`src/rtl/mld_7_4_sequencer.sv`:
```
// Load/decode sequencer for the (7,4) majority-logic decoder shift register.
// Loads N bits serially, then drains N corrected bits that also recirculate into the register head.
module mld_7_4_sequencer #(
   parameter int N  = 7,
   parameter int K  = 4,
   parameter int CW = 3
) (
   input  logic          clk,
   input  logic          reset,
   input  logic          abort,
   input  logic          rx_valid,
   input  logic          rx_bit,
   output logic          rx_ready,
   input  logic          sr_out,
   input  logic          maj_in,
   output logic          sr_shift,
   output logic          sr_din,
   output logic          dec_valid,
   output logic          dec_bit,
   output logic          dec_msg,
   output logic          dec_last,
   input  logic          dec_ready,
   output logic          busy,
   output logic          done,
   output logic [CW-1:0] err_count
);

   typedef enum logic {LOAD, DECODE} state_t;

   state_t        state;
   logic [CW-1:0] cnt;
   logic [CW-1:0] err_acc;
   logic          last_cnt;
   logic          rx_acc;
   logic          dec_acc;

   assign last_cnt = (cnt == CW'(N - 1));

   always_comb begin
      rx_ready  = (state == LOAD);
      dec_valid = (state == DECODE);
      busy      = (state == DECODE);
      dec_bit   = sr_out ^ maj_in;
      dec_msg   = dec_valid && (cnt < CW'(K));
      dec_last  = dec_valid && last_cnt;
      // The corrected bit is written back so the register ends up holding the decoded word.
      sr_din    = (state == LOAD) ? rx_bit : dec_bit;
      sr_shift  = !abort && ((state == LOAD) ? rx_valid : dec_ready);
      rx_acc    = rx_ready && rx_valid && !abort;
      dec_acc   = dec_valid && dec_ready && !abort;
   end

   always_ff @(posedge clk or posedge reset) begin
      if (reset) begin
         state     <= LOAD;
         cnt       <= '0;
         err_acc   <= '0;
         err_count <= '0;
         done      <= 1'b0;
      end else begin
         done <= 1'b0;
         if (abort) begin
            state   <= LOAD;
            cnt     <= '0;
            err_acc <= '0;
         end else if (rx_acc) begin
            if (last_cnt) begin
               cnt     <= '0;
               err_acc <= '0;
               state   <= DECODE;
            end else begin
               cnt <= cnt + CW'(1);
            end
         end else if (dec_acc) begin
            if (last_cnt) begin
               // Count includes the correction applied to the final bit itself.
               err_count <= err_acc + CW'(maj_in);
               done      <= 1'b1;
               cnt       <= '0;
               state     <= LOAD;
            end else begin
               cnt     <= cnt + CW'(1);
               err_acc <= err_acc + CW'(maj_in);
            end
         end
      end
   end

endmodule

```
`config.mk`:
```
export PLATFORM = sky130hd
export DESIGN_NAME = mld_7_4_sequencer
export DESIGN_NICKNAME = d
export VERILOG_FILES = /design/src/rtl/mld_7_4_sequencer.sv
export SDC_FILE = /design/constraint.sdc
export NUM_CORES = 1
export LEC_CHECK = 0
export CAP_MARGIN = 30
export CORE_UTILIZATION = 40
export DETAILED_ROUTE_END_ITERATION = 7
export PLACE_DENSITY = 0.8
export SLEW_MARGIN = 20
export SYNTH_ARGS = -nofsm -noshare
export SYNTH_HDL_FRONTEND = slang
export SYNTH_SLANG_ARGS = --single-unit
```
`constraint.sdc`:
```
create_clock -name clk -period 1.9 [get_ports clk]
set_input_delay 0.475 -clock clk [delete_from_list [all_inputs] [get_ports clk]]
set_output_delay 0.475 -clock clk [all_outputs]
set_load 0.1 [all_outputs]
```
==> results.cfg <==
[routing]
drt_iter0_drc = 11
routedWlPerCell_um = 14.7
avgViaCountPerCell = 5.44
ant_nets = 0
route.detailed.drc = 0
vias = 604
drtPass1Iterations = 4
drt_wl_total_um = 1630

[logic_synthesis]
synthCells = 63
synth_top_area_cell = dfrtp_1
yosys-top-cells-area = dfrtp_1 (44%), mux2_2 (5.4%), a21oi_1 (4.8%)
ys_warn_count = 0
netlist_area_um2 = 628
ys_seq_area_frac = 0.438
synth_top_area_share = 0.438
synth_edf_count = 0
synth_cell_type_count = 25
synth_ff_type = dfrtp_1
syn-mean-instance-area_um2 = 9.97
synthArstFlopShare = 1.00
synth_nets = 73
ys_ff_latch = 11

[pwr]
vdd_drop_max_mv = 0.422
power.density_nw_per_um2 = 467
leakagePower_nw = 0.511

[cts]
cts_hold_buf = 0
clkTransAtPathRegs_ns = 0.07
clk_path_buf_depth = 2
cts_tree = built
cts_buffers = 3
clock_sinks = 11
clock_latency_ns = 0.26
cts_max_level = 1
cts-root-buf = clkbuf_4

[worst_setup_path]
worstRegToRegCells = 5
r2r_slack_ns = 0.22
rr_endpoint = cnt[2]
critPathCaptureType = output pin
start_kind = input pin
worstPathRequired_ns = 1.42
arrival_ns = 1.38
crit_fanout = 4
r2r-start = busy
worstSetupPathType = in2out

[hold_path]
holdCritPathClass = in2async

[timing]
finalSetupViolCount = 0
rsz0062_at_grt = no
fin_hold_ws_ns = 0.523
period_share = 0.974
min_period_ns = 1.85
fmax_mhz = 540
hold_viol = 0
report.final.slew_viol_count = 0
skew_ns = 0.00230
relSlewSlack = 0.705
worst_slew_pin_slew_ns = 0.443

[floorplanning]
num_rows = 13
fp.dieH_um = 41.6
initial_core_util = 0.454
fp.dieW_um = 41.6
io_pins = 20
die_area_um2 = 1730
coreArea_um2 = 1380

[run_status]
status = finished, final reports clean

[final_layout]
layout_commonest_cell = buf_4
area_growth_pct = 78.1
layout_common_cells = buf_4 (13), buf_12 (12), dfrtp_1 (10), a21oi_1 (6)
drive_above_1_share = 0.458
multi_input_area_um2 = 373
stdcell_count = 111
fillers = 82
layout.nets = 107
antennaDiodeCount = 0
seq_area_um2 = 279

[placement]
port_buffers = 19
dp_hpwl_um = 1220
place_congestion = 0.845
post-place-cells = 102

[global_route]
grt_pass1_wl_um = 2720
grt_max_degree = 14
antenna_found_initial = 0
grtUsageTotal = 0.207
grt-ovfl-total = 0
grt_pass1_vias = 605

[run]
drv_cap = 0
## layer usage
| metal | up-vias | part of all wire | wire [um] | global-route usage |
|---|---|---|---|---|
| met1 | 290 | 0.42 | 688 | 0.266 |
| li1 | 289 | - | - | - |
| met3 | 2 | 0.034 | 56 | 0.0174 |
| met2 | 23 | 0.53 | 861 | 0.334 |
| met5 | - | 0 | 0 | 0 |
| met4 | 0 | 0.014 | 23 | 0.129 |
## metrics by stage
stage	TNS [ns]	utilization	power, mW	setup slack [ns]	cell area [um^2]
detailed placement	-0.861	0.760	0.366	-0.192	1050
floorplan	-1.49	-	0.307	-0.531	688
CTS	0	0.789	0.525	0.00622	1090
finish	0	0.809	0.522	0.0488	1120
global placement	-0.641	0.760	0.364	-0.161	1050
global route	0	0.809	0.544	0.0118	1120
## cells by family after synthesis
logic type               Yosys count  share of synthesized area
AO/OA/AOI/OAI                     15                      0.145
flip-flops                        11                      0.438
multiplexers                       4                     0.0757
adder cells (fa/ha/maj)            2                     0.0398
AND/OR/NAND/NOR                   23                      0.219
buffers and inverters              6                     0.0538
XOR/XNOR                           2                     0.0279
## power breakdown
| part | internal (mW) | switching [mW] |
|---|---|---|
| Sequential | 0.237 | 0.00508 |
| Combinational | 0.0522 | 0.0674 |
| Clock | 0.0811 | 0.0796 |
## worst max-delay path by stage
stage / startpoint / to / slack, ns / cells past startpoint
3_3_place_gp: maj_in / sr_din / -0.16 / 5
2_1_floorplan: busy / dec_last / -0.53 / 3
6_report: abort / sr_shift / 0.05 / 3
5_1_grt: busy / sr_din / 0.01 / 4
4_1_cts: busy / sr_din / 0.006 / 4
3_5_place_dp: maj_in / err_acc[2] / -0.19 / 6
## cell usage after synthesis, types with 2 or more instances
master	instances
ha_1	2
a21boi_0	2
nand2_1	2
o21ai_0	4
and3_1	2
inv_1	3
mux2_2	3
nand3_1	3
dfrtp_1	11
a21oi_1	6
xor2_1	2
buf_4	3
nor2_1	8
## what timing repair did
item                                    in CTS  in global routing
gates resized for setup                      4                  2
endpoints found under the setup margin       4                  3
setup buffers                                2                  3
## flip-flops by register name (all words and copies together), names as in the netlist
signal / flops
err_acc: 3
busy: 1
cnt: 3
err_count: 3
done: 1
## cell type report
class / instances / share of cell area
repair buffers: 32 / 0.364
multi-input cells: 46 / 0.333
clock buffers: 4 / 0.0235
inverters: 3 / 0.0134
well taps: 15 / 0.0168
flip-flops and latches: 11 / 0.249
## worst max-delay path: stages
cell             delay [ns]
clkdlybuf4s50_1        0.54
nor2_4                 0.18
buf_12                 0.18
(Power assumes the default switching activity.)
